==> config.mk <==
export PLATFORM = sky130hd
export DESIGN_NAME = edge_frame_ctrl
export DESIGN_NICKNAME = d
export VERILOG_FILES = /design/src/rtl/edge_frame_ctrl.sv
export SDC_FILE = /design/constraint.sdc
export NUM_CORES = 1
export LEC_CHECK = 0
export ABC_AREA = 1
export CAP_MARGIN = 15
export CORE_MARGIN = 2
export CORE_UTILIZATION = 47
export DETAILED_ROUTE_END_ITERATION = 10
export HOLD_SLACK_MARGIN = 0.08
export PLACE_DENSITY_LB_ADDON = 0.08
export SKIP_CTS_REPAIR_TIMING = 1
export SLEW_MARGIN = 20
export SYNTH_ARGS = -nofsm -noshare
export SYNTH_HDL_FRONTEND = slang
export SYNTH_SLANG_ARGS = --single-unit
==> constraint.sdc <==
create_clock -name clk -period 2.5 [get_ports clk]
set_input_delay 0.375 -clock clk [delete_from_list [all_inputs] [get_ports clk]]
set_output_delay 0.375 -clock clk [all_outputs]
set_load 0.02 [all_outputs]
==> src/rtl/edge_frame_ctrl.sv <==
// Frame sequencer for the edge pixel pipeline: walks x/y over accepted beats, then drains the line buffers.
// Optional frame statistics (in_beats/out_beats) are built only when EDGE_FRAME_STATS_EN is defined.
module edge_frame_ctrl #(
    parameter int WIDTH       = 640,
    parameter int HEIGHT      = 480,
    parameter int PPB         = 8,
    parameter int FLUSH_BEATS = 3 * WIDTH / PPB
) (
    input  logic        clk,
    input  logic        rst_n,
    input  logic        start,
    input  logic        abort,
    input  logic        src_valid,
    output logic        src_ready,
    output logic        pipe_valid,
    output logic        pipe_flush,
    output logic [15:0] x,
    output logic [15:0] y,
    output logic        sof,
    output logic        eol,
    output logic        eof,
    input  logic        sink_valid,
    output logic        busy,
    output logic        frame_done,
    output logic [31:0] in_beats,
    output logic [31:0] out_beats
);

    localparam int FC_W = (FLUSH_BEATS > 1) ? $clog2(FLUSH_BEATS) : 1;

    typedef enum logic [1:0] {IDLE, RUN, FLUSH, DONE} state_t;

    state_t          state, state_nxt;
    logic [15:0]     x_nxt, y_nxt;
    logic [FC_W-1:0] flush_cnt, flush_cnt_nxt;
    logic [16:0]     x_sum;
    logic            line_end;
    logic            accept;

    assign x_sum      = {1'b0, x} + 17'(PPB);
    assign line_end   = (x_sum >= 17'(WIDTH));
    assign src_ready  = (state == RUN);
    assign accept     = src_valid && src_ready;
    assign sof        = accept && (x == 16'd0) && (y == 16'd0);
    assign eol        = accept && line_end;
    assign eof        = eol && (y == 16'(HEIGHT - 1));
    assign pipe_valid = accept || (state == FLUSH);
    assign pipe_flush = (state == FLUSH);
    assign busy       = (state != IDLE);
    assign frame_done = (state == DONE);

    always_ff @(posedge clk or negedge rst_n) begin
        if (!rst_n) begin
            state     <= IDLE;
            x         <= '0;
            y         <= '0;
            flush_cnt <= '0;
        end else begin
            state     <= state_nxt;
            x         <= x_nxt;
            y         <= y_nxt;
            flush_cnt <= flush_cnt_nxt;
        end
    end

    // abort wins over every other transition, including an eof beat or the last flush cycle
    always_comb begin
        state_nxt     = state;
        x_nxt         = x;
        y_nxt         = y;
        flush_cnt_nxt = flush_cnt;
        if (abort) begin
            state_nxt     = IDLE;
            x_nxt         = '0;
            y_nxt         = '0;
            flush_cnt_nxt = '0;
        end else begin
            case (state)
                IDLE: begin
                    if (start) begin
                        state_nxt = RUN;
                        x_nxt     = '0;
                        y_nxt     = '0;
                    end
                end
                RUN: begin
                    if (accept) begin
                        if (line_end) begin
                            x_nxt = '0;
                            y_nxt = y + 16'd1;
                        end else begin
                            x_nxt = x_sum[15:0];
                        end
                        if (eof) begin
                            state_nxt     = FLUSH;
                            flush_cnt_nxt = '0;
                        end
                    end
                end
                FLUSH: begin
                    if (flush_cnt == FC_W'(FLUSH_BEATS - 1)) begin
                        state_nxt     = DONE;
                        flush_cnt_nxt = '0;
                    end else begin
                        flush_cnt_nxt = flush_cnt + 1'b1;
                    end
                end
                DONE:    state_nxt = IDLE;
                default: state_nxt = IDLE;
            endcase
        end
    end

`ifdef EDGE_FRAME_STATS_EN
    logic [31:0] in_cnt, out_cnt, in_lat, out_lat;

    // counters restart with each frame; latched copies only move on a clean DONE
    always_ff @(posedge clk or negedge rst_n) begin
        if (!rst_n) begin
            in_cnt  <= '0;
            out_cnt <= '0;
            in_lat  <= '0;
            out_lat <= '0;
        end else begin
            if (state == IDLE && start && !abort) begin
                in_cnt  <= '0;
                out_cnt <= '0;
            end else if (busy) begin
                if (accept)     in_cnt  <= in_cnt + 32'd1;
                if (sink_valid) out_cnt <= out_cnt + 32'd1;
            end
            if (state == DONE && !abort) begin
                in_lat  <= in_cnt;
                out_lat <= out_cnt;
            end
        end
    end

    assign in_beats  = in_lat;
    assign out_beats = out_lat;
`else
    logic unused_sink_valid;
    assign unused_sink_valid = sink_valid;
    assign in_beats          = '0;
    assign out_beats         = '0;
`endif

endmodule

## Yosys cells after proc, flatten, opt, wreduce, memory -nomap -nowiden

Cells that the tools add are included.

- Flip-flop bits (word level): 42
- Bits of input ports: 6
- Output and inout port bits: 104
- Word-level logic and storage cells: 54

- Add/sub/neg operators: 3
- Order comparisons: 1
- Equality and inequality tests: 10
- Muxes and demuxes: 20
- Reductions and logical operators: 16

Operators by type and width:

| cell | number |
|---|---|
| $mux W16 | 7 |
| $pmux W16 S2 | 2 |
| $logic_not A16 Y1 | 2 |
| $mux W8 | 4 |
| $add A16 B4 Y17 const B | 1 |
| $ge A17 B10 Y1 const B | 1 |
| $add A16 B1 Y16 const B | 1 |
| $eq A16 B9 Y1 const B | 1 |
| $pmux W8 S2 | 1 |
| $ne A3 B2 Y1 const B | 4 |
| $mux W2 | 5 |
| $add A8 B1 Y8 const B | 1 |
| $eq A8 B8 Y1 const B | 1 |
| $pmux W2 S4 | 1 |
| $reduce_and A4 Y1 | 2 |
| $reduce_and A3 Y1 | 2 |
| $reduce_bool A3 Y1 | 2 |
| $logic_and A1 B1 Y1 | 5 |
| $eq A2 B2 Y1 const B | 2 |
| $ne A3 B3 Y1 const B | 1 |
| $eq A2 B1 Y1 const B | 1 |
| $logic_not A2 Y1 | 1 |
| $reduce_bool A2 Y1 | 1 |
| $logic_or A1 B1 Y1 | 1 |

## Longest topological paths before layout

Gate-level depths: netlist of the first run.

- Word-level depth: 8
- Gate-level depth with buffers: 16
- Gate-level depth less buffers: 15

## Worst setup path before layout of the first run

OpenSTA, ideal clock, no wires.

- Kind: reg-to-output
- From: reg state[1]
- To: out sof
- Data arrival time: 1882 ps
- Required time: 2125 ps
- Setup slack: 243 ps
- Cell stages (with the launch flop): 7
- Buffers on the path: 0
- Path through: dfrtp_1 > inv_1 > ha_1 > nand2_1 > inv_1 > nand4_1 > nor4_1

- Longest elaborated chain between the ends: 4

Ends and longest elaborated chain:

| item | line | source |
|---|---|---|
| start: declaration | 33 | `state_t state, state_nxt;` |
| start signal: assignment | 59 | `state <= state_nxt;` |
| $eq A2 B1 Y1 | 42 | `assign src_ready = (state == RUN);` |
| net src_ready | 14 | `output logic src_ready,` |
| $logic_and A1 B1 Y1 | 43 | `assign accept = src_valid && src_ready;` |
| $logic_and A1 B1 Y1 (2 in series) | 44 | `assign sof = accept && (x == 16'd0) && (y == 16'd0);` |
| end: declaration | 19 | `output logic sof,` |

The timed path passes the listed nets, and every way through them passes these cells.

## Worst setup path in the final report of the first run

- From: reg x[3]
- To: out eol

- Longest elaborated chain between the ends: 3

Ends and longest elaborated chain:

| item | line | source |
|---|---|---|
| start: declaration | 17 | `output logic [15:0] x,` |
| start signal: assignment | 60 | `x <= x_nxt;` |
| $add A16 B4 Y17 | 40 | `assign x_sum = {1'b0, x} + 17'(PPB);` |
| $ge A17 B10 Y1 | 41 | `assign line_end = (x_sum >= 17'(WIDTH));` |
| $logic_and A1 B1 Y1 | 45 | `assign eol = accept && line_end;` |
| end: declaration | 20 | `output logic eol,` |

No other way between the ends.

==> results.md, run 1 <==
- Inserted Diodes: 0
- Tightest Pin Transition: 931 ps
- Register area share after synthesis: 0.301
- Flop pwr share: 0.327
- Die span in x: 87.1 um
- Drt wl/cell: 12.1 um
- Yosys top cell by area: dfrtp_1
- Min cycle time layout: 2350 ps
- Area contributors post-synth: dfrtp_1, buf_4, nand2_1, inv_1, nand3_1
- Distinct cell type count after synthesis: 31
- Final period util: 0.940
- Area growth syn-to-layout: 14.9%
- Aggregate routed wire length: 7460 um
- CP Class: reg2out
- Worst Skew: 5.09 ps
- Worst-Skew Late Latency: 290 ps
- Placed Area: 3650 um^2
- # rows: 30
- Critical path arrival: 1970 ps
- Crit path capture type: output port
- RSZ-0062 raised after global routing: yes
- Largest net degree at the start of global routing: 40
- Max cap viols: 0
- Clock sink total: 39
- DR pass1 iterations: 5
- Status: completed
- CTS root buffer: clkbuf_8
- # IOs: 110
- Core area: 6760 um^2
- Routed vias: 2959
- DP HPWL: 5510 um
- Net Switching: 0.957 mW
- Drt drc: 0
- Vias in the first global route: 2707
- Post-Syn Instances: 472
- Clock buffer count from CTS: 5
- Initial Util: 0.480
- Ys flop type: dfrtp_1
- Synth warnings: 0
- Finish-stage setup viols: 0
- Die Height: 87.1 um
- Cell area power density: 566 nW/um^2
- Final ANT Viol Nets: 0
- Worst Hold Class: in2async
- Leak: 1.91 nW
- Worst-path fanout max: 4
- Critical path launch point type: register
- Peak Freq: 426 MHz
- Endpoints failing hold: 0
- Nets@finish: 551
- Vias per cell: 4.79
- Mapped cell area: 3250 um^2
- Slew HR: 0.379
- Setup TNS: 0 ps
- PortBufs: 41
- Seq cells post-synth: 39
- Clock transition at path regs: 80 ps
- Final instance area: 3730 um^2
- DIE AREA: 7590 um^2
- Total power draw: 2.11 mW
- CTS H-tree depth: 2
- Layout Cells excl Fill: 618
- Share of layout cells above drive strength 1: 0.0874
- Comb power frac: 0.471
- Peak VDD IR: 0.472 mV
- Clk network pwr share: 0.203
- Power Internal: 1.15 mW
- Slew Limit Fails: 0
- Total gr overflow: 0
- Async set or reset register ratio after synthesis: 1.00
- Cell count after placement: 610
- Fill count: 682
- Post-synth top area share: 0.301
- R2R Setup Slk: 230 ps
- Overall Global Routing Usage: 0.209
- CTS tree: yes
- Post-synth EDFFs: 0
- Worst-case clock buffer depth: 2
- RD Place Congestion: 0.907
- Sw Share: 0.454
- Initial drt markers: 130
- Avg Cell Area, Syn: 6.88 um^2
- Final core occ: 0.552
- Initial antenna violation count: 0
- First-pass GRT wire length: 12800 um
- Required time of the worst setup path: 2120 ps
kinds of logic (layout without fill, tap and decap cells):
logic type / Yosys count / in the layout / share of synthesized area
and+or+nand+nor: 264 / 264 / 0.372
buffers and inverters: 130 / 130 / 0.232
DFF: 39 / 39 / 0.301
AOI/OAI and AO/OA: 16 / 16 / 0.0254
xor gates and xnor gates: 14 / 14 / 0.0378
adders and majority gates: 8 / 8 / 0.0308
other: 1 / 67 / 0.00116
stage by stage:
stage               hold slack, ps  setup WS [ps]
finish                         216            150
global route                   286          -34.7
CTS                            247           -294
detailed placement             468          -32.2
global placement               458          -29.6
floorplan                     79.4            243
cell usage in the layout, fill, tap and decap left out, drive strengths merged:
cell             n
a21oi            1
and2             1
buf             28
clkbuf           9
clkdlybuf4s50   37
clkinv           3
conb            67
dfrtp           39
dlymetal6s2s     1
ha               8
inv             52
nand2          133
nand3           35
nand3b           2
nand4           25
nor2            45
nor3            14
nor4             9
o21ai           14
o31ai            1
xnor2            2
xor2            12
synthesized netlist by cell type (8+ instances only):
master / number
nand2_1: 131
buf_4: 67
inv_1: 51
nor2_1: 41
dfrtp_1: 39
nand3_1: 33
nand4_1: 24
nor3_1: 14
xor2_1: 12
nor4_1: 9
ha_1: 8
o21ai_0: 8
metal layers:
metal	vias to the layer above	wire length, um	global-route usage
met3	4	485	0.0389
li1	1505	-	-
met5	-	0	0
met2	112	3340	0.319
met4	0	37	0.0350
met1	1338	3600	0.314
worst paths after layout:
path / to / from / cells after the start
worst max-delay path: eol / x[3] / 13
worst min-delay path: flush_cnt[3] / rst_n / 1
worst max register to register: x[9] / state[1] / 8
worst min register to register: flush_cnt[7] / flush_cnt[7] / 2
max in group asynchronous: x[7] / rst_n / 1
min in group clk: flush_cnt[7] / flush_cnt[7] / 2
sequential cells by signal (all words and copies together) (netlist names):
name,flops
y,16
x,13
flush_cnt,8
state,2
layout make-up:
class | count | area [um^2] | share of cell area
Sequential cell | 39 | 977 | 0.262
Inverter | 54 | 203 | 0.0543
Tap cell | 80 | 100 | 0.0268
Clock buffer | 7 | 76.3 | 0.0205
Multi-Input combinational cell | 369 | 1770 | 0.474
Timing Repair Buffer | 68 | 601 | 0.161
Clock inverter | 1 | 5.00 | 0.00134
worst max-delay path: stages (launching register included):
cell and delay, ps:
dfrtp_1 380, ha_1 220, nand3_2 140, clkinv_1 110, nand2_1 70, nand2_1 60
nand3_1 60, nand2_1 50, inv_1 50, nor2_1 30, nand2_1 90, inv_2 50
nor2_1 170, clkbuf_2 210
power by group through the flow:
stage	Sequential, mW	Combinational, mW	Clock, mW
finish	0.689	0.993	0.428
global route	0.696	1.10	0.463
CTS	0.688	0.998	0.435
detailed placement	0.701	0.992	0
global placement	0.700	0.997	0
floorplan	0.716	0.729	0
Note: power is estimated with default switching activity, not from simulation.
==> run 2, diff against run 1 <==
- clock period: 2.5 -> 2.24 ns (I/O delays scaled with it)
==> run 2 against run 1 <==
Effect of this change: cell count increased by 4.9%; final area increased by 7.8%; sequential power increased by 11%; core utilization increased by 4.3 points; total power increased by 13%; critical path depth unchanged; worst setup slack got worse by 99 ps; global-route usage decreased by 0.50 points; clock skew increased by 3.3 ps; clock power increased by 5.4%.
==> results.md, run 2 (same netlist as run 1, synthesis figures left out) <==
- Setup TNS: 0 ps
- Largest register FFs: 16
- Register area: 980 um^2
- Core area: 6760 um^2
- Initial antenna violation count: 0
- Multi-input gate area: 1810 um^2
- Placed Area: 3870 um^2
- # rows: 30
- Drt drc: 0
- Leak: 2.08 nW
- Peak Freq: 457 MHz
- Largest registers: y: 16 flops, x: 13 flops, flush_cnt: 8 flops
- First-pass GRT wire length: 12500 um
- Worst Hold Class: reg2reg
- Finish-stage setup viols: 0
- Final ANT Viol Nets: 0
- CTS tree: yes
- RSZ-0062 raised after global routing: yes
- Min cycle time layout: 2190 ps
- CTS root buffer: clkbuf_8
- Required time of the worst setup path: 1900 ps
- Cell area power density: 595 nW/um^2
- DP HPWL: 5920 um
- Vias per cell: 4.83
- Slew Limit Fails: 0
- Routed vias: 3130
- Critical path launch point type: register
- Most frequent cells in the layout: nand2_1, conb_1, buf_4
- Vias in the first global route: 2690
- Die Height: 87.1 um
- Cell count after placement: 639
- Max cap viols: 0
- Clock sink total: 39
- # IOs: 110
- Peak VDD IR: 0.581 mV
- Total gr overflow: 0
- CP Class: reg2out
- Worst-Skew Late Latency: 300 ps
- DR pass1 iterations: 4
- PortBufs: 41
- DIE AREA: 7590 um^2
- Die span in x: 87.1 um
- Aggregate routed wire length: 7830 um
- Pre-CTS WS: -252 ps
- RD Place Congestion: 0.945
- Initial drt markers: 164
- Nets@finish: 583
- Critical path arrival: 1850 ps
- Share of layout cells above drive strength 1: 0.157
- Largest Register: y
- Clock transition at path regs: 70 ps
- Area growth syn-to-layout: 23.9%
- Largest net degree at the start of global routing: 27
- Worst-case clock buffer depth: 2
- Final instance area: 4020 um^2
- Commonest non-fill, non-tap cell in the layout: nand2_1
- Layout Cells excl Fill: 648
- Worst Skew: 8.42 ps
- Endpoints failing hold: 0
- Drt wl/cell: 12.1 um
- Crit path capture type: output port
- Initial Util: 0.480
- Status: completed
- Overall Global Routing Usage: 0.204
- Inserted Diodes: 0
- CTS H-tree depth: 2
- Worst-path fanout max: 6
- Final period util: 0.977
- Fill count: 641
- Setup ws final: 51.5 ps
- Clock buffer count from CTS: 5
- Total power draw: 2.39 mW
## run 2: through the flow
step | util | hold WS, ps
floorplan | - | 40.4
global placement | 0.572 | 272
CTS | 0.583 | -44.9
global route | 0.595 | 508
finish | 0.595 | 473
detailed placement | 0.572 | 271
## run 2: worst paths after layout
path	cells after the start	end	from	slack (ps)
worst min register to register	2	flush_cnt[7]	flush_cnt[7]	470
worst max-delay path	13	eol	x[3]	50
worst max register to register	16	y[5]	x[3]	210
worst min-delay path	2	flush_cnt[7]	flush_cnt[7]	470
max in group asynchronous	3	x[7]	rst_n	1080
min in group asynchronous	2	y[11]	rst_n	480
## run 2: final cells by class
class / instances / share of cell area
sequential: 39 / 0.244
tap: 80 / 0.0249
multi-input combinational: 369 / 0.451
inverter: 54 / 0.0504
timing repair buffer: 100 / 0.212
clock buffer: 6 / 0.0180
## run 2: where the power goes
| part | switching (mW) | leakage, nW | internal (mW) |
|---|---|---|---|
| Combinational | 0.801 | 1.50 | 0.378 |
| Sequential | 0.0260 | 0.537 | 0.737 |
| Clock | 0.243 | 0.0371 | 0.208 |
## run 2: worst max-delay path, stage by stage, from the launching register on
cell	delay, ps
dfrtp_1	400
buf_4	160
inv_1	60
nor2_4	140
nand2_1	80
nand2_1	60
nand2_1	40
nor2_1	90
nand2_1	70
nor2_2	110
nand2_2	90
inv_2	90
nor2_4	50
buf_6	120
## run 2: routing by layer
layer	share of wire	up-vias	track usage	wire length, um
met5	0	-	0	0
li1	-	1562	-	-
met1	0.47	1441	0.299	3680
met2	0.45	122	0.315	3560
met4	0.0069	0	0.0448	54
met3	0.068	5	0.0360	533
==> edit (config.mk and constraints of run 2) <==
The option `EDGE_FRAME_STATS_EN` is turned on by a define.
--- a/src/rtl/edge_frame_ctrl.sv
+++ b/src/rtl/edge_frame_ctrl.sv
@@ -1,4 +1,6 @@
 // Frame sequencer for the edge pixel pipeline: walks x/y over accepted beats, then drains the line buffers.
 // Optional frame statistics (in_beats/out_beats) are built only when EDGE_FRAME_STATS_EN is defined.
+`define EDGE_FRAME_STATS_EN
+
 module edge_frame_ctrl #(
     parameter int WIDTH       = 640,
Function: no difference found for any inputs over 10 cycles, from zero or initial values and one cycle with rst_n low; that may be too few to reach the edited logic, so the function may still have changed.
==> edit against run 2 <==
- the flow now finishes with violations (setup timing)
- largest power group is now sequential cells
- sequential power grew to 4.7 times the old value
- setup slack lost 0.24 ns
- largest cell class is now registers
- sequential cell count grew 128
- die area grew to 2.6 times the old value
- synthesized area grew to 2.7 times the old value
- wire length grew to 2.9 times the old value
- final area grew to 2.9 times the old value
- clock power grew to 6.7 times the old value
- power grew to 4.0 times the old value
==> edit: results (changes against run 2) <==
peakVddDrop_v: 0.0007405  # +28%
route.met3.wl_mm: 1.241  # +130%
grt_pass1_vias: 7675  # +190%
r2r.worst_path.cells: 14  # -2
dpl.hpwl_mm: 16.49  # +180%
grtUsageMet1_pct: 34.15  # +4.3 points
outcome: "finished with violations"
endpoint: "eof"
startpoint: "x[4]"
fin_nets: 1341  # +130%
violations: "setup timing"
drt-met1-wl_mm: 11.03  # +200%
wirelength_mm: 22.64  # +190%
vias: 8025  # +160%
grt.met3_usage_pct: 5.435  # +1.8 points
p_seq_share_pct: 37.2  # +5.3 points
grt_use_total_pct: 23.77  # +3.4 points
pre_cts_slack_ns: -0.2547  # -0.002418 ns
final-setup-viol-count: 3  # +3
io_buffers: 106  # +160%
synth_cell_type_count: 38  # +23%
regToRegStartpoint: "state[1]"
grt_pass1_wl_mm: 38.19  # +210%
viasPerCell: 5.125  # +6.1%
drt_pass1_iterations: 7  # +3
clock_latency_ns: 0.43  # +0.13 ns
yosys-top-cells-area: "dfrtp_1 (48%), nand2_1 (12%), inv_1 (5.9%)"
h-tree-depth: 4  # +2
p_comb_share_pct: 31.8  # -18 points
fin_skew_ns: 0.01232  # +0.003900 ns
grt_max_degree: 56  # +110%
worst_slack_ns: -0.1925  # -0.2440 ns
crit_arrival_ns: 2.10  # +0.25 ns
wl_met2_mm: 10.20  # +190%
grtUsageMet2_pct: 37.25  # +5.7 points
gp_congestion: 0.9199  # -2.7%
synth-seq-area-share_pct: 47.60  # +18 points
-- edit: cell count changes after synthesis, moves of 10 or more --
cell	change
dfrtp_1	+128
nor3_1	+47
o21ai_0	+95
buf_4	-63
nand2_1	+153
inv_1	+87
nor2_1	+59
nor4_1	+21
mux2_2	+10
clkbuf_1	+17
nand3_1	+40
a21oi_1	+36
-- edit: critical path, cell delays in order, from the launching register on --
cell and delay [ns]:
dfrtp_1 0.37, buf_6 0.12, nand2_2 0.06, nor2_4 0.21, buf_6 0.13, nand3_1 0.06, nand2_1 0.07, nand2_1 0.06
nand2_1 0.08, nor2_2 0.05, nand2_2 0.09, nand2_4 0.06, nor4_4 0.13, buf_4 0.18
-- edit: area by class of cell --
cell class	instances	area (µm²)
fillers	1626	6620
flip-flops and latches	167	4182
multi-input cells	797	4076
repair buffers	201	1857
inverters	141	529.3
clock buffers	21	450.4
well taps	229	286.5
clock inverters	10	146.4
-- edit: cells by family after synthesis --
logic type               Yosys count  share of synthesized area [%]
flip-flops                       167                          47.60
other                              1                        0.04271
buffers and inverters            174                          7.867
XOR/XNOR                          23                          2.294
AO/OA/AOI/OAI                    157                          9.505
adder cells (fa/ha/maj)           10                          1.425
AND/OR/NAND/NOR                  594                          29.98
multiplexers                      10                          1.283
-- edit: stage by stage --
step / power, mW / cell area [µm²] / hold slack [ns] / util (%) / setup TNS [ns]
final: 9.666 / 11530 / 0.3607 / 63.52 / -0.3756
after global routing: 10.20 / 11530 / 0.3688 / 63.52 / -1.349
after CTS: 9.651 / 11320 / -0.2059 / 62.36 / -2.207
after detailed placement: 6.614 / 10720 / 0.2534 / 59.07 / -1.040
after global placement: 6.595 / 10720 / 0.2508 / 59.07 / -0.5816
after floorplan: 5.180 / 8808 / 0.04041 / - / 0
